<file path="config.mk">
export PLATFORM = sky130hd
export DESIGN_NAME = uart_rx_deserializer
export DESIGN_NICKNAME = d
export VERILOG_FILES = /design/src/rtl/uart_rx_deserializer.sv
export SDC_FILE = /design/constraint.sdc
export NUM_CORES = 1
export LEC_CHECK = 0
export ABC_CLOCK_PERIOD_IN_PS = 3100
export CAP_MARGIN = 15
export CELL_PAD_IN_SITES_DETAIL_PLACEMENT = 2
export CELL_PAD_IN_SITES_GLOBAL_PLACEMENT = 2
export CORE_MARGIN = 2
export CORE_UTILIZATION = 38
export CTS_BUF_LIST = sky130_fd_sc_hd__clkbuf_8
export CTS_CLUSTER_SIZE = 20
export DETAILED_ROUTE_END_ITERATION = 7
export PLACE_DENSITY_LB_ADDON = 0.1
export SYNTH_ARGS = -nofsm -noshare
export SYNTH_HDL_FRONTEND = slang
export SYNTH_SLANG_ARGS = --single-unit
</file>
<file path="constraint.sdc">
create_clock -name clk -period 3.1 [get_ports clk]
set_clock_uncertainty 0.2 [all_clocks]
set_input_delay 0.62 -clock clk [delete_from_list [all_inputs] [get_ports clk]]
set_output_delay 0.62 -clock clk [all_outputs]
set_load 0.05 [all_outputs]
</file>
<file path="src/rtl/uart_rx_deserializer.sv">
// UART receiver: 16x oversampling, 2-of-3 majority per bit, 5-8 data bits with
// optional parity and 1/2 stop bits, one-deep valid/ready output slot.
module uart_rx_deserializer #(
  parameter int DIV_W = 16
) (
  input  logic             clk,
  input  logic             rst_n,
  input  logic [DIV_W-1:0] baud_div,
  input  logic [1:0]       data_bits,
  input  logic             parity_en,
  input  logic             parity_odd,
  input  logic             stop2,
  input  logic             rx,
  output logic [7:0]       rx_data,
  output logic             rx_valid,
  input  logic             rx_ready,
  output logic             parity_err,
  output logic             frame_err,
  output logic             overrun,
  output logic             busy,
  output logic [2:0]       state_dbg
);

  typedef enum logic [2:0] {IDLE, START, DATA, PARITY, STOP1, STOP2} state_t;

  state_t           state, state_next;
  logic             rx_s1, rx_s2, rx_prev;
  logic             fall;
  logic [DIV_W-1:0] div_q;
  logic [DIV_W-1:0] tick_cnt;
  logic             tick;
  logic [3:0]       sub_cnt;
  logic             samp7, samp8;
  logic             maj, mid, bit_end;
  logic [2:0]       bit_cnt;
  logic [1:0]       nbits_q;
  logic             par_en_q, par_odd_q, stop2_q;
  logic [7:0]       data_q;
  logic             perr_q, ferr_q;
  logic             complete;
  logic             slot_free;

  // Valid/ready: a character transfers on any clk where rx_valid && rx_ready;
  // rx_data and the error flags hold steady while rx_valid && !rx_ready.

  assign fall      = rx_prev & ~rx_s2;
  assign tick      = (state != IDLE) && (tick_cnt == div_q);
  assign maj       = (samp7 & samp8) | (samp7 & rx_s2) | (samp8 & rx_s2);
  assign mid       = tick && (sub_cnt == 4'd9);
  assign bit_end   = tick && (sub_cnt == 4'd15);
  assign slot_free = !rx_valid || rx_ready;
  assign busy      = (state != IDLE);
  assign state_dbg = state;

  always_ff @(posedge clk or negedge rst_n) begin
    if (!rst_n) begin
      rx_s1   <= 1'b1;
      rx_s2   <= 1'b1;
      rx_prev <= 1'b1;
    end else begin
      rx_s1   <= rx;
      rx_s2   <= rx_s1;
      rx_prev <= rx_s2;
    end
  end

  // Counters are held at zero in IDLE so bit phase aligns to the start edge.
  always_ff @(posedge clk or negedge rst_n) begin
    if (!rst_n) begin
      tick_cnt <= '0;
      sub_cnt  <= '0;
      samp7    <= 1'b1;
      samp8    <= 1'b1;
    end else if (state == IDLE) begin
      tick_cnt <= '0;
      sub_cnt  <= '0;
    end else begin
      tick_cnt <= tick ? '0 : tick_cnt + 1'b1;
      if (tick) begin
        sub_cnt <= sub_cnt + 4'd1;
        if (sub_cnt == 4'd7) samp7 <= rx_s2;
        if (sub_cnt == 4'd8) samp8 <= rx_s2;
      end
    end
  end

  always_ff @(posedge clk or negedge rst_n) begin
    if (!rst_n) state <= IDLE;
    else        state <= state_next;
  end

  always_comb begin
    state_next = state;
    complete   = 1'b0;
    case (state)
      IDLE:   if (fall) state_next = START;
      START: begin
        if (mid && maj)   state_next = IDLE;
        else if (bit_end) state_next = DATA;
      end
      DATA:   if (bit_end && (bit_cnt == {1'b1, nbits_q}))
                state_next = par_en_q ? PARITY : STOP1;
      PARITY: if (bit_end) state_next = STOP1;
      STOP1: begin
        if (mid && !stop2_q) begin
          complete   = 1'b1;
          state_next = IDLE;
        end else if (bit_end) begin
          state_next = STOP2;
        end
      end
      STOP2: begin
        if (mid) begin
          complete   = 1'b1;
          state_next = IDLE;
        end
      end
      default: state_next = IDLE;
    endcase
  end

  always_ff @(posedge clk or negedge rst_n) begin
    if (!rst_n) begin
      div_q     <= '0;
      nbits_q   <= '0;
      par_en_q  <= 1'b0;
      par_odd_q <= 1'b0;
      stop2_q   <= 1'b0;
      data_q    <= '0;
      bit_cnt   <= '0;
      perr_q    <= 1'b0;
      ferr_q    <= 1'b0;
    end else begin
      if (state == IDLE && fall) begin
        div_q     <= baud_div;
        nbits_q   <= data_bits;
        par_en_q  <= parity_en;
        par_odd_q <= parity_odd;
        stop2_q   <= stop2;
        data_q    <= '0;
        bit_cnt   <= '0;
        perr_q    <= 1'b0;
        ferr_q    <= 1'b0;
      end
      if (state == DATA && mid)     data_q[bit_cnt] <= maj;
      if (state == DATA && bit_end) bit_cnt <= bit_cnt + 3'd1;
      if (state == PARITY && mid)   perr_q <= (maj != ((^data_q) ^ par_odd_q));
      if ((state == STOP1 || state == STOP2) && mid && !maj) ferr_q <= 1'b1;
    end
  end

  // The final stop sample is folded in directly since ferr_q updates too late.
  always_ff @(posedge clk or negedge rst_n) begin
    if (!rst_n) begin
      rx_data    <= '0;
      rx_valid   <= 1'b0;
      parity_err <= 1'b0;
      frame_err  <= 1'b0;
      overrun    <= 1'b0;
    end else begin
      if (complete && slot_free) begin
        rx_data    <= data_q;
        parity_err <= perr_q;
        frame_err  <= ferr_q | ~maj;
        rx_valid   <= 1'b1;
      end else if (rx_valid && rx_ready) begin
        rx_valid <= 1'b0;
      end
      if (complete && !slot_free)   overrun <= 1'b1;
      else if (rx_valid && rx_ready) overrun <= 1'b0;
    end
  end

endmodule

</file>
==> results.ini, run 1 <==
[setup_path]
regToRegEndpoint = rx_data[5]
timing.reg2reg.setup_slack_ps = 550
cp_data_arrival_time_ps = 2010
worstSetupEndpoint = busy
timing.rr.start = tick_cnt[0]
start_kind = flop
worstPathRequired_ps = 2280
critPathKind = reg2out
startpoint = state_dbg[1]
reg2regPathDepth = 6
critPathMaxFanout = 10
endpoint_kind = output port

[cells_and_area]
post_route_cells_drive_above_1_share = 0.167
layout.cells.non_filler = 513
layout_commonest_cell = dfrtp_1
multiInputGateArea_mm2 = 0.00170
ff_latch_area_mm2 = 0.00186
layout.cells.most_common_list = dfrtp_1, clkdlybuf4s50_1, xnor2_1, mux2_2
antenna_cells = 0
area.growth.synth_to_final_pct = 20.6
design.final.nets = 409
fillCellCount = 977

[synthesis]
netlist.top_cell.by_area = dfrtp_1
sequential_share_of_the_synthesized_area = 0.509
yosys.area_share.simple = 0.161
netlist_area_mm2 = 0.00365
postSynthAreaPerCell_um2 = 11.0
post_synth_main_area_contributors = dfrtp_1, mux2_2, xnor2_1
adder_cell_share_of_the_synthesized_area = 0.0199
synth.ff_latch_count = 74
post_synth_num_cell_types = 43
syn_nets = 362
synthDominantCellAreaShare = 0.473
post_synthesis_cells = 332
synth_top_family_by_area = simple AND/OR/NAND/NOR gates
synth-warning-count = 0
yosys.area_share.xor_xnor = 0.101
synthMuxAreaShare = 0.126
synth_compound_gate_area_share = 0.0579

[floorplanning]
dieArea_mm2 = 0.0104
io_pins = 41
die_w_um = 102
placeableCoreArea_mm2 = 0.00928
rows = 35
initial_core_util = 0.394
die_height_um = 102

[clocking]
cts_buffer_depth = 2
htreeDepth = 3
clk_pin_slew_ps = 80
tritoncts_clock_tree = built
postCtsSetupBuffers = 0
clock_sinks = 74
cts_made_buffers = 9
clockRootBuffer = clkbuf_8
cts_resized = 0
hold_buffers = 0
clock_insertion_delay_worst_skew_ps = 340

[timing]
rsz0062_at_grt = no
max_slew_margin = 0.352
final-setup-viol-count = 0
final_max_slew_viol_count = 0
totalNegativeSetupSlack_ps = 0
finalHoldViolations = 0
layout_worst_path_cycle_share = 0.915
maxClockFrequency_mhz = 353
finalCriticalPeriod_ps = 2830
tightestPinTransition_ps = 973

[grt]
globalRoute.totalOverflow = 0
vias_in_the_first_global_route = 3003
grtUsageMet1 = 0.244
initial_antenna_violation_count = 0
maximum_number_of_pins_on_one_net_before_global_route_repair = 75
global_route.peak_usage_layer = met2
grt_use_total = 0.192
grt_pass1_wl_um = 15500
grtUsageMet2 = 0.340
met3_track_usage_gr = 0.0335

[place]
place_congestion = 0.882
dpl.hpwl_um = 6320
dp.cells = 497
place.port_buffers = 40

[route]
wl_per_cell_um = 17.7
dr.first_iter.drc_count = 52
detail-route-antenna-nets = 0
first_pass_iters = 4
detail_route.drc_violations = 0
vias_per_cell = 5.21
vias = 2675
routed_wl_um = 9100

[pwr]
areal_power_density_over_the_cells_mw_per_mm2 = 654
total_leakage_power_nw = 1.92
design_power_mw = 2.88
power.ir.vdd_worst_mv = 0.414

[min_path]
worstHoldPathType = reg2reg

[run_status]
run_status = finished, final reports clean

[flow_run]
max_cap_viol_count = 0

-- worst max-delay path, cell delays in order (launching register included) --
cell and delay, ps:
dfrtp_1 580, nor3_2 110, inv_1 150, clkdlybuf4s50_1 830
-- flip-flops by register name (all words and copies together), names as in the netlist, 2 cells and up --
name and cells:
div_q 16, tick_cnt 16, data_q 8, rx_data 8, sub_cnt 4, bit_cnt 3, state_dbg 3, nbits_q 2
-- routing by layer --
| layer | up-vias | wire, um |
|---|---|---|
| met5 | - | 0 |
| met4 | 0 | 106 |
| met3 | 8 | 213 |
| met2 | 32 | 4710 |
| met1 | 1393 | 4060 |
| li1 | 1242 | - |
-- worst min-delay path by stage --
stage / startpoint / to / slack, ps / cells after the start
after floorplan: rst_n / bit_cnt[0] / 120 / 0
after global placement: rx_s1 / rx_s2 / 150 / 0
after detailed placement: rx_s1 / rx_s2 / 150 / 0
after CTS: rx_s1 / rx_s2 / 160 / 0
after global routing: rx_s1 / rx_s2 / 160 / 0
final: rx_s1 / rx_s2 / 160 / 0
-- cell usage after synthesis, drive strengths merged --
cell type / number
a21o: 2
nand4: 10
a211oi: 1
a2bb2oi: 2
nor2: 27
and2: 1
mux2: 31
nand2: 27
inv: 10
and3b: 1
a32o: 2
nor2b: 7
o211ai: 2
o21ai: 10
and3: 10
xnor2: 32
xor2: 10
dfstp: 5
a21boi: 2
ha: 5
nand2b: 2
or3: 3
o2111a: 1
mux2i: 11
nand3b: 1
nand4b: 3
nor4: 1
maj3: 1
nor3b: 1
nor3: 4
or2: 1
a31o: 1
dfrtp: 69
buf: 6
a21oi: 6
clkbuf: 6
nand3: 15
a22o: 1
a31oi: 2
-- where the power goes --
group / switching (mW) / internal, mW / total, mW
sequential: 0.196 / 1.17 / 1.36
clock: 0.389 / 0.371 / 0.760
combinational: 0.355 / 0.403 / 0.759
total: 0.941 / 1.94 / 2.88
-- through the flow --
stage | cell area (um^2) | hold slack [ps] | setup WS (ps) | util
after floorplan | 3650 | 124 | 706 | -
after global placement | 4210 | 148 | 588 | 0.454
after detailed placement | 4210 | 149 | 510 | 0.454
after CTS | 4410 | 161 | 241 | 0.475
after global routing | 4410 | 162 | 148 | 0.475
final | 4410 | 159 | 265 | 0.475
-- cell families (layout without fill, tap and decap cells) --
kind of cell             count (synthesis)  count (layout)
flip-flops                              74              74
adder cells (fa/ha/maj)                  6               6
XOR/XNOR                                42              42
AO/OA/AOI/OAI                           32              32
buffers and inverters                   22              74
multiplexers                            42              42
AND/OR/NAND/NOR                        114             114
-- area by class of cell --
cell class | instances | share of cell area
Clock buffer | 9 | 0.0281
Clock inverter | 7 | 0.0159
Inverter | 10 | 0.00852
Multi-Input combinational cell | 236 | 0.385
Tap cell | 129 | 0.0366
Sequential cell | 74 | 0.422
Timing Repair Buffer | 48 | 0.104
Power figures use the tool's default switching activity.
==> run 2: changes to the inputs <==
REMOVE_ABC_BUFFERS = 1   (was not set)
==> run 2 against run 1 <==
  * Sequential share of layout area decreased by 0.13 points
  * Flip-flop and latch count unchanged
  * Hold slack improved by 14 ps
  * Maximum frequency decreased by 1.7%
  * Die area unchanged
  * Critical path depth unchanged
  * Sequential power about the same
  * Via count decreased by 1.7%
  * Setup slack got worse by 48 ps
  * Total power increased by 0.38%
  * Combinational power decreased by 5.1%
==> results.ini, run 2 (synthesis gave the netlist of run 1 again) <==
[route]
vias = 2630
wl_per_cell_um = 17.7
routed_wl_um = 9070
dr.first_iter.drc_count = 72
detail_route.drc_violations = 0
first_pass_iters = 4
vias_per_cell = 5.13
detail-route-antenna-nets = 0

[place]
post-place-ws_ps = 480
dpl.hpwl_um = 6340
place.port_buffers = 40
place_congestion = 0.827
dpl-instance-area_mm2 = 0.00421

[clocking]
clock_sinks = 74
clk_pin_slew_ps = 90
clockRootBuffer = clkbuf_8
htreeDepth = 3
hold_buffers = 0
cts_buffer_depth = 2
cts_resized = 0
cts_made_buffers = 9
clock_insertion_delay_worst_skew_ps = 350
postCtsSetupBuffers = 0
tritoncts_clock_tree = built

[grt]
maximum_number_of_pins_on_one_net_before_global_route_repair = 75
vias_in_the_first_global_route = 2937
initial_antenna_violation_count = 0
grt_pass1_wl_um = 15000
globalRoute.totalOverflow = 0
grt_use_total = 0.190

[cells_and_area]
layout_commonest_cell = dfrtp_1
layout_top_registers = div_q x16, tick_cnt x16
antenna_cells = 0
area.growth.synth_to_final_pct = 21.0
design.final.nets = 409
layout.cells.most_common_list = dfrtp_1, clkdlybuf4s50_1, xnor2_1, mux2_2
post_route_cells_drive_above_1_share = 0.169
stdcell_area_mm2 = 0.00442

[timing]
rsz0062_at_grt = no
finalHoldViolations = 0
maxClockFrequency_mhz = 347
totalNegativeSetupSlack_ps = 0
tightestPinTransition_ps = 955
final-setup-viol-count = 0
finalCriticalPeriod_ps = 2880
setup_slack_ps = 217
layout_worst_path_cycle_share = 0.930
max_slew_margin = 0.364
final_max_slew_viol_count = 0

[setup_path]
worstPathRequired_ps = 2280
endpoint_kind = output port
critPathMaxFanout = 15
cp_data_arrival_time_ps = 2060
reg2regPathDepth = 6
critPathKind = reg2out
regToRegEndpoint = rx_data[1]
startpoint = state_dbg[0]
timing.rr.start = tick_cnt[9]
start_kind = flop
timing.reg2reg.setup_slack_ps = 510

[floorplanning]
rows = 35
io_pins = 41
dieArea_mm2 = 0.0104
placeableCoreArea_mm2 = 0.00928
die_w_um = 102
die_height_um = 102
initial_core_util = 0.394

[pwr]
areal_power_density_over_the_cells_mw_per_mm2 = 655
total_leakage_power_nw = 1.94
power.ir.vdd_worst_mv = 0.313
design_power_mw = 2.89

[min_path]
hold_path_startpoint = rx_s1
worstHoldPathCells = 0
holdPathEnd = rx_s2
worstHoldPathType = reg2reg

[run_status]
run_status = finished, final reports clean

[flow_run]
max_cap_viol_count = 0

==> run 2: cell count changes in the layout (fill, tap and decap cells not counted), sizes merged <==
cell      change
clkbuf        +1
clkinv        +1
clkinvlp      -3
inv           +1
==> run 2: critical path, stage by stage (launching register included) <==
cell,delay [ps]
dfrtp_1,650
nor3_2,90
inv_1,150
clkdlybuf4s50_1,820
==> run 2: area by class of cell <==
cell class	instances	area, um^2
clock buffer	10	138
timing repair buffer	48	458
inverter	10	37.5
multi-input combinational	236	1700
sequential	74	1860
fill	974	4860
clock inverter	6	70.1
tap	129	161
==> run 2: power by group <==
group	total (mW)	leakage [nW]	switching (mW)	internal [mW]
Combinational	0.720	0.896	0.323	0.398
Clock	0.796	0.108	0.393	0.403
Sequential	1.38	0.934	0.210	1.17
==> run 2: through the flow <==
step | hold WS [ps] | utilization | instances
finish | 173 | 0.476 | 513
global route | 180 | 0.476 | 513
CTS | 174 | 0.476 | 513
detailed placement | 161 | 0.454 | 497
global placement | 158 | 0.454 | 497
floorplan | 124 | - | 320
==> run 2: layer usage <==
metal	global-route usage	wire length, um
met2	0.343	4800
met4	0.0595	126
met5	0	0
met3	0.0376	213
met1	0.230	3930
==> run 2: worst max path at each step <==
stage | endpoint | slack [ps]
global placement | busy | 590
floorplan | parity_err | 280
detailed placement | rx_data[1] | 480
global route | busy | 90
CTS | busy | 170
finish | busy | 220
==> run 3: changes to the inputs <==
CORE_ASPECT_RATIO = 0.75   (was not set)
==> run 3 against run 2 <==
  * First-iteration DRC count decreased by 6.9%
  * Critical path depth unchanged
  * Die area barely moved
  * Register-to-register slack got worse by 50 ps
  * Final area up 0.31%
  * Largest cell class unchanged
==> results.ini, run 3 (synthesis gave the netlist of run 1 again) <==
[run_status]
run_status = finished, final reports clean

[setup_path]
cp_data_arrival_time_ps = 2110
critPathKind = reg2out
endpoint_kind = output port
worstPathCellList = nor3_2 > inv_1 > clkdlybuf4s50_1
critPathMaxFanout = 15
worstPathRequired_ps = 2280
kind_of_cell_adding_the_most_delay_to_the_critical_path = buffers and inverters
timing.reg2reg.setup_slack_ps = 460
timing.critical_path.slowest_stage_cell = clkdlybuf4s50_1
timing.rr.start = tick_cnt[7]
reg2regPathDepth = 6
regToRegEndpoint = rx_data[6]
start_kind = flop
critical-path-max-stage-delay_ps = 830
cp_num_buf_inv = 2

[min_path]
worstHoldPathCells = 0
hold_path_startpoint = rx_s1
worstHoldPathType = reg2reg
holdPathEnd = rx_s2

[grt]
maximum_number_of_pins_on_one_net_before_global_route_repair = 75
grtUsageMet2 = 0.311
grt_use_total = 0.204
initial_antenna_violation_count = 0
grtUsageMet1 = 0.291
global_route.peak_usage_layer = met2
grt_pass1_wl_um = 15900
met3_track_usage_gr = 0.0502
globalRoute.totalOverflow = 0
vias_in_the_first_global_route = 2920

[timing]
finalCriticalPeriod_ps = 2930
final_max_slew_viol_count = 0
finalHoldViolations = 0
tightestPinTransition_ps = 971
totalNegativeSetupSlack_ps = 0
final-setup-viol-count = 0
max_slew_margin = 0.353
layout_worst_path_cycle_share = 0.946
rsz0062_at_grt = no
maxClockFrequency_mhz = 341

[route]
routed_wl_um = 9480
wl_per_cell_um = 18.6
dr.first_iter.drc_count = 67
detail_route.drc_violations = 0
first_pass_iters = 4
vias = 2642
detail-route-antenna-nets = 0
vias_per_cell = 5.18

[floorplanning]
die_height_um = 88.9
rows = 30
io_pins = 41
placeableCoreArea_mm2 = 0.00920
initial_core_util = 0.397
die_w_um = 117
dieArea_mm2 = 0.0104

[place]
dpl.hpwl_um = 6650
place_congestion = 0.812
place.port_buffers = 40

[pwr]
cellInternalPower_mw = 2.08
clock_power_share = 0.297
total_leakage_power_nw = 1.94
pwr-share-comb = 0.239
sequentialPowerShare = 0.464
netSwitchingFraction = 0.308
power.ir.vdd_worst_mv = 0.288
areal_power_density_over_the_cells_mw_per_mm2 = 677
netSwitchingPower_uw = 926

[clocking]
clk_pin_slew_ps = 80
htreeDepth = 3
cts_resized = 0
clock_insertion_delay_worst_skew_ps = 350
clockRootBuffer = clkbuf_8
cts_buffer_depth = 2
tritoncts_clock_tree = built
cts_made_buffers = 9
postCtsSetupBuffers = 0
clock_sinks = 74
hold_buffers = 0

[cells_and_area]
layout_commonest_cell = dfrtp_1
area.growth.synth_to_final_pct = 21.4
post-route-util = 0.482
layout.cells.most_common_list = dfrtp_1, clkdlybuf4s50_1, xnor2_1, mux2_2
layout_top_registers = div_q x16, tick_cnt x16
post_route_cells_drive_above_1_share = 0.165
antenna_cells = 0
design.final.nets = 407

[flow_run]
max_cap_viol_count = 0

==> run 3: cell types whose count changed in the layout (fill, tap and decap cells not counted), sizes merged <==
| cell | previous run | this run |
|---|---|---|
| clkinv | 2 | 1 |
| clkinvlp | 0 | 1 |
| buf | 9 | 7 |
| clkbuf | 10 | 12 |
| inv | 13 | 10 |
| bufinv | 1 | 2 |
==> run 3: final cells by class <==
type,count,area [um^2]
tap,128,160
inverter,10,37.5
fill,966,4760
sequential,74,1860
clock buffer,12,165
clock inverter,4,72.6
multi-input combinational,236,1700
timing repair buffer,46,443
==> run 3: worst max-delay path by stage <==
stage                       startpoint         end  slack [ps]  cells past startpoint
after floorplan            tick_cnt[2]  parity_err         280                      6
after global placement       div_q[14]  rx_data[1]         570                      6
after detailed placement     div_q[14]  rx_data[6]         430                      6
after CTS                 state_dbg[0]        busy         150                      3
after global routing      state_dbg[0]        busy          50                      3
final                     state_dbg[0]        busy         170                      3
==> run 3: power by group through the flow <==
stage | Combinational [mW] | Sequential, mW | Clock [mW]
2_1_floorplan | 0.503 | 1.37 | 0
3_3_place_gp | 0.678 | 1.40 | 0
3_5_place_dp | 0.714 | 1.41 | 0
4_1_cts | 0.726 | 1.39 | 0.916
5_1_grt | 0.798 | 1.43 | 0.958
6_report | 0.716 | 1.39 | 0.892
==> run 3: metal layers <==
| metal | part of all wire | up-vias |
|---|---|---|
| met2 | 0.46 | 46 |
| met5 | 0 | - |
| met4 | 0.0062 | 0 |
| li1 | - | 1234 |
| met1 | 0.50 | 1357 |
| met3 | 0.035 | 5 |
==> run 3: through the flow <==
stage          area, um^2  total power [mW]  cells  hold WS, ps  setup slack, ps
2_1_floorplan        3590              1.88    320          124              277
3_3_place_gp         4200              2.07    494          147              569
3_5_place_dp         4200              2.12    494          152              434
4_1_cts              4430              3.04    510          164              146
5_1_grt              4430              3.18    510          172             48.4
6_report             4430              3.00    510          163              167
==> RTL change, RTL diff (settings of run 1) <==
Change the parameter `DIV_W` from 16 to 18.
--- a/src/rtl/uart_rx_deserializer.sv
+++ b/src/rtl/uart_rx_deserializer.sv
@@ -2,5 +2,5 @@
 // optional parity and 1/2 stop bits, one-deep valid/ready output slot.
 module uart_rx_deserializer #(
-  parameter int DIV_W = 16
+  parameter int DIV_W = 18
 ) (
   input  logic             clk,
Interface: changed (resized baud_div); port bits go from 41 to 43. The function was not compared with the original's and may differ.
==> RTL change against run 1 <==
Worst setup slack improved by 0.033 ns; sequential share of layout area fell by 1.3 points; routed wire length rose by 8.2%; count of clock-buffer cells in the layout rose by 1; power rose by 5.1%; sequential cell count rose by 4; sequential power rose by 6%; final area rose by 8.9%; combinational power fell by 5.1%; clock power rose by 14%; area after synthesis rose by 8.5%; largest cell class unchanged.
==> RTL change: results (changes against run 1) <==
| Metric | Value |
|---|---|
| Sequential share of the synthesized area | `49.4% (-1.5 points)` |
| WL final | `9840 um (+8.2%)` |
| Layout cells sized above 1 | `19.3% (+2.6 points)` |
| GPL Wtd Cong | `0.757 (-14%)` |
| Reg2Reg Setup Slack | `0.55 ns (about the same)` |
| Number of H-tree levels | `3 (unchanged)` |
| R2r endpoint | `samp7$_DFFE_PN1P_` |
| Area of the multi-input gates | `0.00192 mm^2 (+13%)` |
| Vias in the first global route | `3,143 (+4.7%)` |
| Fillers | `1,059 (+8.4%)` |
| Vias | `2,816 (+5.3%)` |
| R2R depth | `6 (unchanged)` |
| Initial DRC count | `83 (+60%)` |
| Synth Area in Compound Gates | `4.23% (-1.6 points)` |
| Non-clk bufs | `50 (+4.2%)` |
| VDD IR max | `0.283 mV (-32%)` |
| Gr usage total | `19.4% (+0.21 points)` |
| NonClk Buf Share | `10.2% (-0.17 points)` |
| Clock buffer count | `10 (+1)` |
| Non-filler instance count after layout | `540 (+5.3%)` |
| Sequential cell area share | `40.8% (-1.3 points)` |
| Multi-input gates | `250 (+5.9%)` |
| PwrDens | `631 mW/mm^2 (-3.5%)` |
| Worst-Margin Slew | `0.709 ns (-0.264 ns)` |
| First-pass GRT wire length | `16,600 um (+7.7%)` |
| Synth unique cells | `54 (+26%)` |
| Hold Path Class | `primary input to asynchronous set/reset pin` |
| Top post-synthesis cells by area | `dfrtp_1 46%, xor2_1 7.3%, mux2_2 6.5%` |
| XOR/XNOR Fraction of Synth Area | `10.6% (+0.54 points)` |
| Post-DP Area | `0.00457 mm^2 (+8.6%)` |
| Status | `finished, final reports clean` |
| HPWL after DPL | `6890 um (+9.1%)` |
| Post-Synth Adder-Cell Area | `1.83% (-0.16 points)` |
| Clk_lat worst skew | `0.36 ns (+0.02 ns)` |
| Leak | `2.09 nW (+8.6%)` |
| Sw Ratio | `32.1% (-0.51 points)` |
| Largest net degree at the start of global routing | `43 (-43%)` |
| Largest regs | `div_q (18), tick_cnt (18)` |
| Net Count, Synth | `383 (+5.8%)` |
| CTS Sinks | `78 (+5.4%)` |
| Die width | `106 um (+4.0%)` |
| Worst path arrival time | `1.98 ns (-0.03 ns)` |
| R2r startpoint | `tick_cnt[7]$_DFF_PN0_` |
| Post-Synthesis Cells | `351 (+5.7%)` |
==> RTL change: cell count changes in the layout (fill, tap and decap cells not counted), sizes merged, moves of 4 or more <==
| cell | run 1 | this run |
|---|---|---|
| xor2 | 10 | 33 |
| xnor2 | 32 | 15 |
| nor4 | 1 | 13 |
| nor2 | 27 | 34 |
| o21ai | 10 | 3 |
| and3 | 10 | 5 |
| dfrtp | 69 | 73 |
| nand4 | 10 | 6 |
| nor3 | 4 | 8 |
==> RTL change: per-stage QoR <==
step                      hold slack, ns  utilization, %  setup WS (ns)
after global routing              0.0552            46.9          0.233
final                             0.0392            46.9          0.298
after CTS                         0.0519            46.9          0.272
after detailed placement           0.151            44.7          0.555
after floorplan                    0.124               -          0.740
after global placement             0.148            44.7          0.601
==> RTL change: per-layer routing <==
layer  GRT usage, %  wire, um
met1           23.5      4250
met2           34.4      5170
met3           3.31       270
met4           7.61       147
met5              0         0
